[src/rtl/fetch_pkg.sv]
// fetch_pkg: shared types and constants for the instruction-fetch stage.
package fetch_pkg;
  typedef enum logic [1:0] {S_REQ, S_WAIT, S_DRAIN, S_HALT} state_e;
  localparam logic [4:0]  OPC_HALT = 5'b00000;
  localparam logic [15:0] NOP_INST = 16'h0800;
  localparam int          PC_INCR  = 2;
endpackage

[src/rtl/fetch_out_reg.sv]
// fetch_out_reg: decode-facing output register with load, hold and clear.
module fetch_out_reg
  import fetch_pkg::*;
#(
  parameter int PC_W   = 16,
  parameter int INST_W = 16
) (
  input  logic              clk,
  input  logic              rst,
  input  logic              load_i,
  input  logic              clear_i,
  input  logic [PC_W-1:0]   pc_i,
  input  logic [INST_W-1:0] inst_i,
  output logic              valid_o,
  output logic [PC_W-1:0]   pc_o,
  output logic [PC_W-1:0]   pc_plus2_o,
  output logic [INST_W-1:0] inst_o
);
  logic              valid_q;
  logic [PC_W-1:0]   pc_q, pc_plus2_q;
  logic [INST_W-1:0] inst_q;
  // clear only drops valid; payload holds so a stale value never reappears as new data
  always_ff @(posedge clk) begin
    if (rst) begin
      valid_q    <= 1'b0;
      pc_q       <= '0;
      pc_plus2_q <= '0;
      inst_q     <= INST_W'(NOP_INST);
    end else if (load_i) begin
      valid_q    <= 1'b1;
      pc_q       <= pc_i;
      pc_plus2_q <= pc_i + PC_W'(PC_INCR);
      inst_q     <= inst_i;
    end else if (clear_i) begin
      valid_q    <= 1'b0;
    end
  end
  assign valid_o    = valid_q;
  assign pc_o       = pc_q;
  assign pc_plus2_o = pc_plus2_q;
  assign inst_o     = inst_q;
endmodule

[src/rtl/fetch_stage.sv]
// fetch_stage: PC, single-outstanding imem handshake, redirect squash, halt detect.
// Optional FETCH_PERF_CNT_EN adds saturating fetch/stall performance counters.
module fetch_stage
  import fetch_pkg::*;
#(
  parameter int              PC_W     = 16,
  parameter int              INST_W   = 16,
  parameter logic [PC_W-1:0] RESET_PC = 16'h0000
) (
  input  logic              clk,
  input  logic              rst,
  output logic              imem_req,
  output logic [PC_W-1:0]   imem_addr,
  input  logic              imem_rdy,
  input  logic              imem_done,
  input  logic [INST_W-1:0] imem_data,
  input  logic              id_stall,
  input  logic              redirect,
  input  logic [PC_W-1:0]   redirect_pc,
  output logic              if_valid,
  output logic [PC_W-1:0]   if_pc,
  output logic [PC_W-1:0]   if_pc_plus2,
  output logic [INST_W-1:0] if_inst,
`ifdef FETCH_PERF_CNT_EN
  output logic              fetch_halted,
  output logic [31:0]       perf_fetch_cnt,
  output logic [31:0]       perf_stall_cnt
`else
  output logic              fetch_halted
`endif
);
  state_e          state_q, state_d;
  logic [PC_W-1:0] pc_q, pc_d;
  logic            load, clear;
  always_comb begin
    imem_req = state_q == S_REQ && !redirect && !(if_valid && id_stall);
    load     = state_q == S_WAIT && imem_done && !redirect;
    clear    = redirect || (if_valid && !id_stall);
    pc_d     = redirect ? (redirect_pc & ~PC_W'(1)) : load ? pc_q + PC_W'(PC_INCR) : pc_q;
    state_d  = state_q;
    case (state_q)
      S_REQ:   state_d = imem_req && imem_rdy ? S_WAIT : S_REQ;
      S_WAIT:  state_d = !imem_done ? (redirect ? S_DRAIN : S_WAIT)
                       : redirect ? S_REQ
                       : imem_data[INST_W-1 -: 5] == OPC_HALT ? S_HALT : S_REQ;
      S_DRAIN: state_d = imem_done ? S_REQ : S_DRAIN;
      S_HALT:  state_d = redirect ? S_REQ : S_HALT;
      default: state_d = S_REQ;
    endcase
  end
  always_ff @(posedge clk) begin
    if (rst) begin
      state_q <= S_REQ;
      pc_q    <= RESET_PC;
    end else begin
      state_q <= state_d;
      pc_q    <= pc_d;
    end
  end
  assign imem_addr    = pc_q;
  assign fetch_halted = state_q == S_HALT;
  fetch_out_reg #(.PC_W(PC_W), .INST_W(INST_W)) u_out (
    .clk        (clk),
    .rst        (rst),
    .load_i     (load),
    .clear_i    (clear),
    .pc_i       (pc_q),
    .inst_i     (imem_data),
    .valid_o    (if_valid),
    .pc_o       (if_pc),
    .pc_plus2_o (if_pc_plus2),
    .inst_o     (if_inst)
  );
`ifdef FETCH_PERF_CNT_EN
  logic [31:0] fetch_cnt_q, stall_cnt_q;
  always_ff @(posedge clk) begin
    if (rst) begin
      fetch_cnt_q <= '0;
      stall_cnt_q <= '0;
    end else begin
      fetch_cnt_q <= load && !(&fetch_cnt_q) ? fetch_cnt_q + 32'd1 : fetch_cnt_q;
      stall_cnt_q <= if_valid && id_stall && !(&stall_cnt_q) ? stall_cnt_q + 32'd1 : stall_cnt_q;
    end
  end
  assign perf_fetch_cnt = fetch_cnt_q;
  assign perf_stall_cnt = stall_cnt_q;
`endif
endmodule

[config.mk]
export PLATFORM = sky130hd
export DESIGN_NAME = fetch_stage
export DESIGN_NICKNAME = d
export VERILOG_FILES = /design/src/rtl/fetch_pkg.sv /design/src/rtl/fetch_out_reg.sv /design/src/rtl/fetch_stage.sv
export SDC_FILE = /design/constraint.sdc
export NUM_CORES = 1
export LEC_CHECK = 0
export BUFFER_PORTS_ARGS = -buffer_cell sky130_fd_sc_hd__buf_2
export CORE_MARGIN = 8
export CORE_UTILIZATION = 45
export CTS_CLUSTER_DIAMETER = 150
export DETAILED_ROUTE_END_ITERATION = 10
export PLACE_DENSITY = 0.74
export SLEW_MARGIN = 30
export SYNTH_ARGS = -nofsm -noshare
export SYNTH_HDL_FRONTEND = slang
export SYNTH_SLANG_ARGS = --single-unit
[constraint.sdc]
create_clock -name clk -period 1.4 [get_ports clk]
set_input_delay 0.21 -clock clk [delete_from_list [all_inputs] [get_ports clk]]
set_output_delay 0.21 -clock clk [all_outputs]
set_load 0.02 [all_outputs]
**Yosys cells after proc, flatten, opt, wreduce, memory -nomap -nowiden**

Index checks and enable logic that the tools add are counted.

- Register bits: 67
- Input port bits: 38
- Output and inout port bits: 67
- Logic and storage cells: 39

- $add $sub $neg: 1
- Equal/unequal tests: 3
- Muxes and demuxes: 12
- Reduce and logical (&&, ||, !) cells: 16

Operator list:

| kind | count |
|---|---|
| 16-bit two-way mux | 2 |
| 16-bit by 2-bit adder with 16-bit output, second input constant | 1 |
| 2-bit two-way mux | 6 |
| 2-bit one-hot mux with 4 select lines | 1 |
| 1-bit logical AND | 7 |
| 5-bit logical NOT | 1 |
| 2-bit == test, second input constant | 2 |
| 2-bit nonzero test | 2 |
| 1-bit logical NOT | 3 |
| 1-bit two-way mux | 3 |
| 2-bit by 1-bit == test with 1-bit output, second input constant | 1 |
| 2-bit logical NOT | 1 |
| 2-bit OR reduction | 1 |
| 1-bit logical OR | 1 |

**Depth between registers and ports, before layout**

- Depth after elaboration: 6
- Mapped depth: 8
- Gate-level depth less buffers: 5

**Hierarchy**

From an unflattened synthesis, not the netlist that was laid out.

- Cell total of the unflattened synthesis: 337
- Area total of the unflattened synthesis: 3049.2 µm²

By module, submodules not included:

| module | times used | cells each | area an instance (µm²) | sequential area each (µm²) |
|---|---|---|---|---|
| fetch_out_reg | 1 | 205 | 1960.6 | 960.9 |
| fetch_stage | 1 | 132 | 1088.5 | 340.3 |

**Least setup slack after synthesis**

No wires, ideal clock.

- Path kind: reg2reg
- From: register state_q[0]
- To: register state_q[0]
- Library setup time: 0.071 ns
- Arrival: 1.888 ns
- Setup slack: -0.558 ns
- Stages on the path, launching flop included: 5
- Buffers on the path: 1
- Path through: dfxtp_1 buf_2 a2111oi_0 nand2_1 a21oi_1

- Word-level cells in the longest chain between the ends: 6
- Elaborated cells on any way between the ends: 9

RTL lines:

| what | line | text |
|---|---|---|
| from (decl) | fetch_stage.sv:32 | `state_e state_q, state_d;` |
| from (signal assigned) | fetch_stage.sv:56 | `state_q <= state_d;` |
| 2-bit logical NOT | fetch_stage.sv:36 | `imem_req = state_q == S_REQ && !redirect && !(if_valid && id_stall);` |
| 1-bit logical AND (2 in a row) | fetch_stage.sv:36 |  |
| net imem_req | fetch_stage.sv:12 | `output logic imem_req,` |
| 1-bit logical AND | fetch_stage.sv:42 | `S_REQ: state_d = imem_req && imem_rdy ? S_WAIT : S_REQ;` |
| 1-bit two-way mux | fetch_stage.sv:42 |  |
| 2-bit one-hot mux with 4 select lines | fetch_stage.sv:41 | `case (state_q)` |

The timed path passes the listed nets, and every way through them passes these cells.
A chain may end at the register's enable or synchronous reset.

**Worst setup path after layout**

- From: register state_q[1]
- To: output port imem_req

- Word-level cells in the longest chain between the ends: 3

RTL lines:

| what | line |
|---|---|
| 2-bit logical NOT | fetch_stage.sv:36 |
| 1-bit logical AND (2 in a row) | fetch_stage.sv:36 |
| to (decl) | fetch_stage.sv:12 |

Every way passes these cells.

==> results.yml <==
place:
  place_congestion: 0.822
  io_buffer_count: 100
  detailed_place_hpwl_um: 6170
  numPlacedInstances: 529
  postPlaceCellArea_um2: 3730
sta:
  grt_setup_unrepaired: "yes"
  final_period_minus_worst_setup_slack_ns: 1.55
  setup_ws_ns: -0.146
  final.setup.tns_ns: -1.78
  setup_violation_total_in_the_final_timing_report: 30
  slew_viol_final: 0
  finalHoldViolations: 0
  finClkSkew_ns: 0.00758
  fmax_mhz: 647
  min_period_over_period: 1.10
die:
  initial_core_util: 0.463
  floorplan.die_area_um2: 9340
  die_x_um: 96.6
  floorplan.io_pins: 105
  design.core.area_um2: 6310
  dieHeight_um: 96.6
  floorplan.rows: 29
clock_network:
  worst_setup_hold_path_clk_slew_ns: 0.07
  root_buf_cell: "clkbuf_8"
  clock_sinks: 64
  max-clock-path-buffers: 2
  cts-buffers-inserted: 9
  cts_htree_levels: 3
  clkLatencyLatePin_ns: 0.35
  tritoncts: "done"
setup_path:
  worstPathCellList: "buf_6, a2111oi_4, buf_4"
  crit_fanout: 3
  cp_data_arrival_time_ns: 1.34
  worstSetupEndpointType: "output port"
  crit_required_ns: 1.19
  timing.critical_path.from_type: "flip-flop"
  timing_worst_setup_path_type: "reg -> out"
  max_stage_delay_ns: 0.33
  cpMaxStageDelayCell: "dfxtp_2"
finish:
  area_delta_synth_final_pct: 55.7
  final_nets: 524
  antenna-diode-count: 0
  fin_area_um2: 4560
  final_cells: 567
  drive_gt1_frac: 0.514
  final_util: 0.722
routing:
  routed_wire_length_per_instance_um: 17.6
  vias: 3049
  routed_via_density: 5.38
  drt_first_pass_iters: 4
  detail-route-antenna-nets: 0
  first_iter_violations: 168
  drt_drc_violations_left: 0
  wirelength_um: 9980
power:
  p_clk_frac: 0.381
  total_power_mw: 4.14
  swShare: 0.285
  comb_power_share: 0.152
  cellLeakagePower_nw: 2.00
  p_seq_frac: 0.467
  cellPowerDensity_nw_per_um2: 909
  worst_ir_drop_vdd_mv: 0.692
  power_switching_mw: 1.18
  internal_mw: 2.96
synth:
  post-synth-top-count-cell: "nand2_1"
  dominant_cells_by_area_after_synthesis: "dfxtp_1, nand2_1, a21oi_1, xnor2_1, a211oi_1"
  synth_area_um2: 2930
  yosysTopAreaCell: "dfxtp_1"
  syn-instance-count: 349
  postSynthRegisterBits: 64
  synth-async-reset-ratio: 0
  ys_seq_area_frac: 0.438
  synth_flop_cell: "dfxtp_1"
  synth_edf_count: 0
  synth_top_cells_by_count: "nand2_1, dfxtp_1, a21oi_1"
  yosysTopAreaCellShare: 0.438
  synth.avg_cell_area_um2: 8.38
  ys_warn_count: 0
  post_synth_num_cell_types: 41
global_route:
  grt_first_pass_wirelength_um: 15200
  global_route.usage.total: 0.195
  grt_max_degree: 34
  antenna_violations_before_repair: 0
  grt_pass1_vias: 3052
  globalRoute.totalOverflow: 0
flow_run:
  maximum_capacitance_violations: 0
outcome:
  violations: "setup timing"
  outcome: "finished with violations"
hold_path:
  min-delay-path-class: "in -> reg"
## critical path: cells and delay by family, from the launching register on
family	cells	cell delay, ns
AO/OA/AOI/OAI	1	0.33
buffers and inverters	2	0.32
flip-flops	1	0.33
## layout make-up
class	instances	area, um2
inverters	7	27.5
multi-input cells	249	1830
well taps	77	96.3
clock inverters	7	70.1
clock buffers	9	124
repair buffers	154	1090
flip-flops and latches	64	1320
fillers	467	1760
## power by group through the flow
stage | Clock [mW] | Sequential (mW) | Combinational (mW)
detailed placement | 0 | 1.97 | 0.523
global route | 1.69 | 1.94 | 0.670
floorplan | 0 | 2.02 | 0.250
CTS | 1.60 | 1.93 | 0.569
finish | 1.58 | 1.94 | 0.628
global placement | 0 | 1.97 | 0.517
## sequential cells by signal, summed over array words and instances, names as in the netlist
signal and cells:
u_out.inst_o 16, imem_addr 15, u_out.pc_o 15, u_out.pc_plus2_o 15
state_q 2, u_out.valid_o 1
## layout by cell type (no fill, tap or decap), types with 3 or more instances in the layout
master	n
nand3_1	7
nand4_1	4
dfxtp_2	7
a21oi_1	19
clkinv_2	3
buf_12	9
nand2_4	5
nor4_4	8
inv_1	5
nor3_1	3
buf_2	98
a21oi_2	17
nand4_4	3
xor2_1	4
nand2_1	63
clkbuf_8	9
a211oi_1	11
dfxtp_4	8
buf_6	13
xnor2_1	20
a211oi_2	11
buf_4	33
conb_1	3
nor2_1	27
dfxtp_1	49
a31oi_1	3
## path summary, 6_finish.rpt
check | to | from | cells past startpoint | slack, ns
worst max-delay path | imem_req | state_q[1] | 3 | -0.15
worst min-delay path | u_out.inst_o[2] | imem_data[2] | 3 | 0.1
worst max register to register | imem_addr[14] | imem_addr[2] | 5 | -0.13
worst min register to register | u_out.inst_o[13] | u_out.inst_o[13] | 2 | 0.45
## logic make-up (layout without fill, tap and decap cells)
group                    Yosys count  count (layout)  synth area share
other                              1               3           0.00128
XOR/XNOR                          24              24            0.0719
flip-flops                        64              64             0.438
adder cells (fa/ha/maj)            1               1           0.00428
multiplexers                       3               3            0.0107
AO/OA/AOI/OAI                     69              69             0.150
AND/OR/NAND/NOR                  148             149             0.260
buffers and inverters             39             177            0.0646
## stage by stage
step,setup slack (ns),hold WS [ns]
5_1_grt,-0.206,0.0853
6_report,-0.146,0.0971
4_1_cts,-0.137,0.0922
3_3_place_gp,-0.0116,0.440
3_5_place_dp,-0.0516,0.445
2_1_floorplan,-0.0173,0.334
## what timing repair did
| item | 4_1_cts | 5_1_grt |
|---|---|---|
| setup buffers | 8 | 12 |
| gates cloned | 2 | 1 |
| hold buffers | 0 | 0 |
| resized for setup | 43 | 60 |
| pin swaps | 7 | 30 |
| setup endpoints to repair | 20 | 63 |
## metal layers
layer / vias up / wire (um) / track usage
li1: 1463 / - / -
met1: 1439 / 3930 / 0.224
met2: 122 / 4940 / 0.314
met3: 25 / 829 / 0.0647
met4: 0 / 277 / 0.103
met5: - / 0 / 0
No activity file was read; power rests on OpenSTA's default activity.
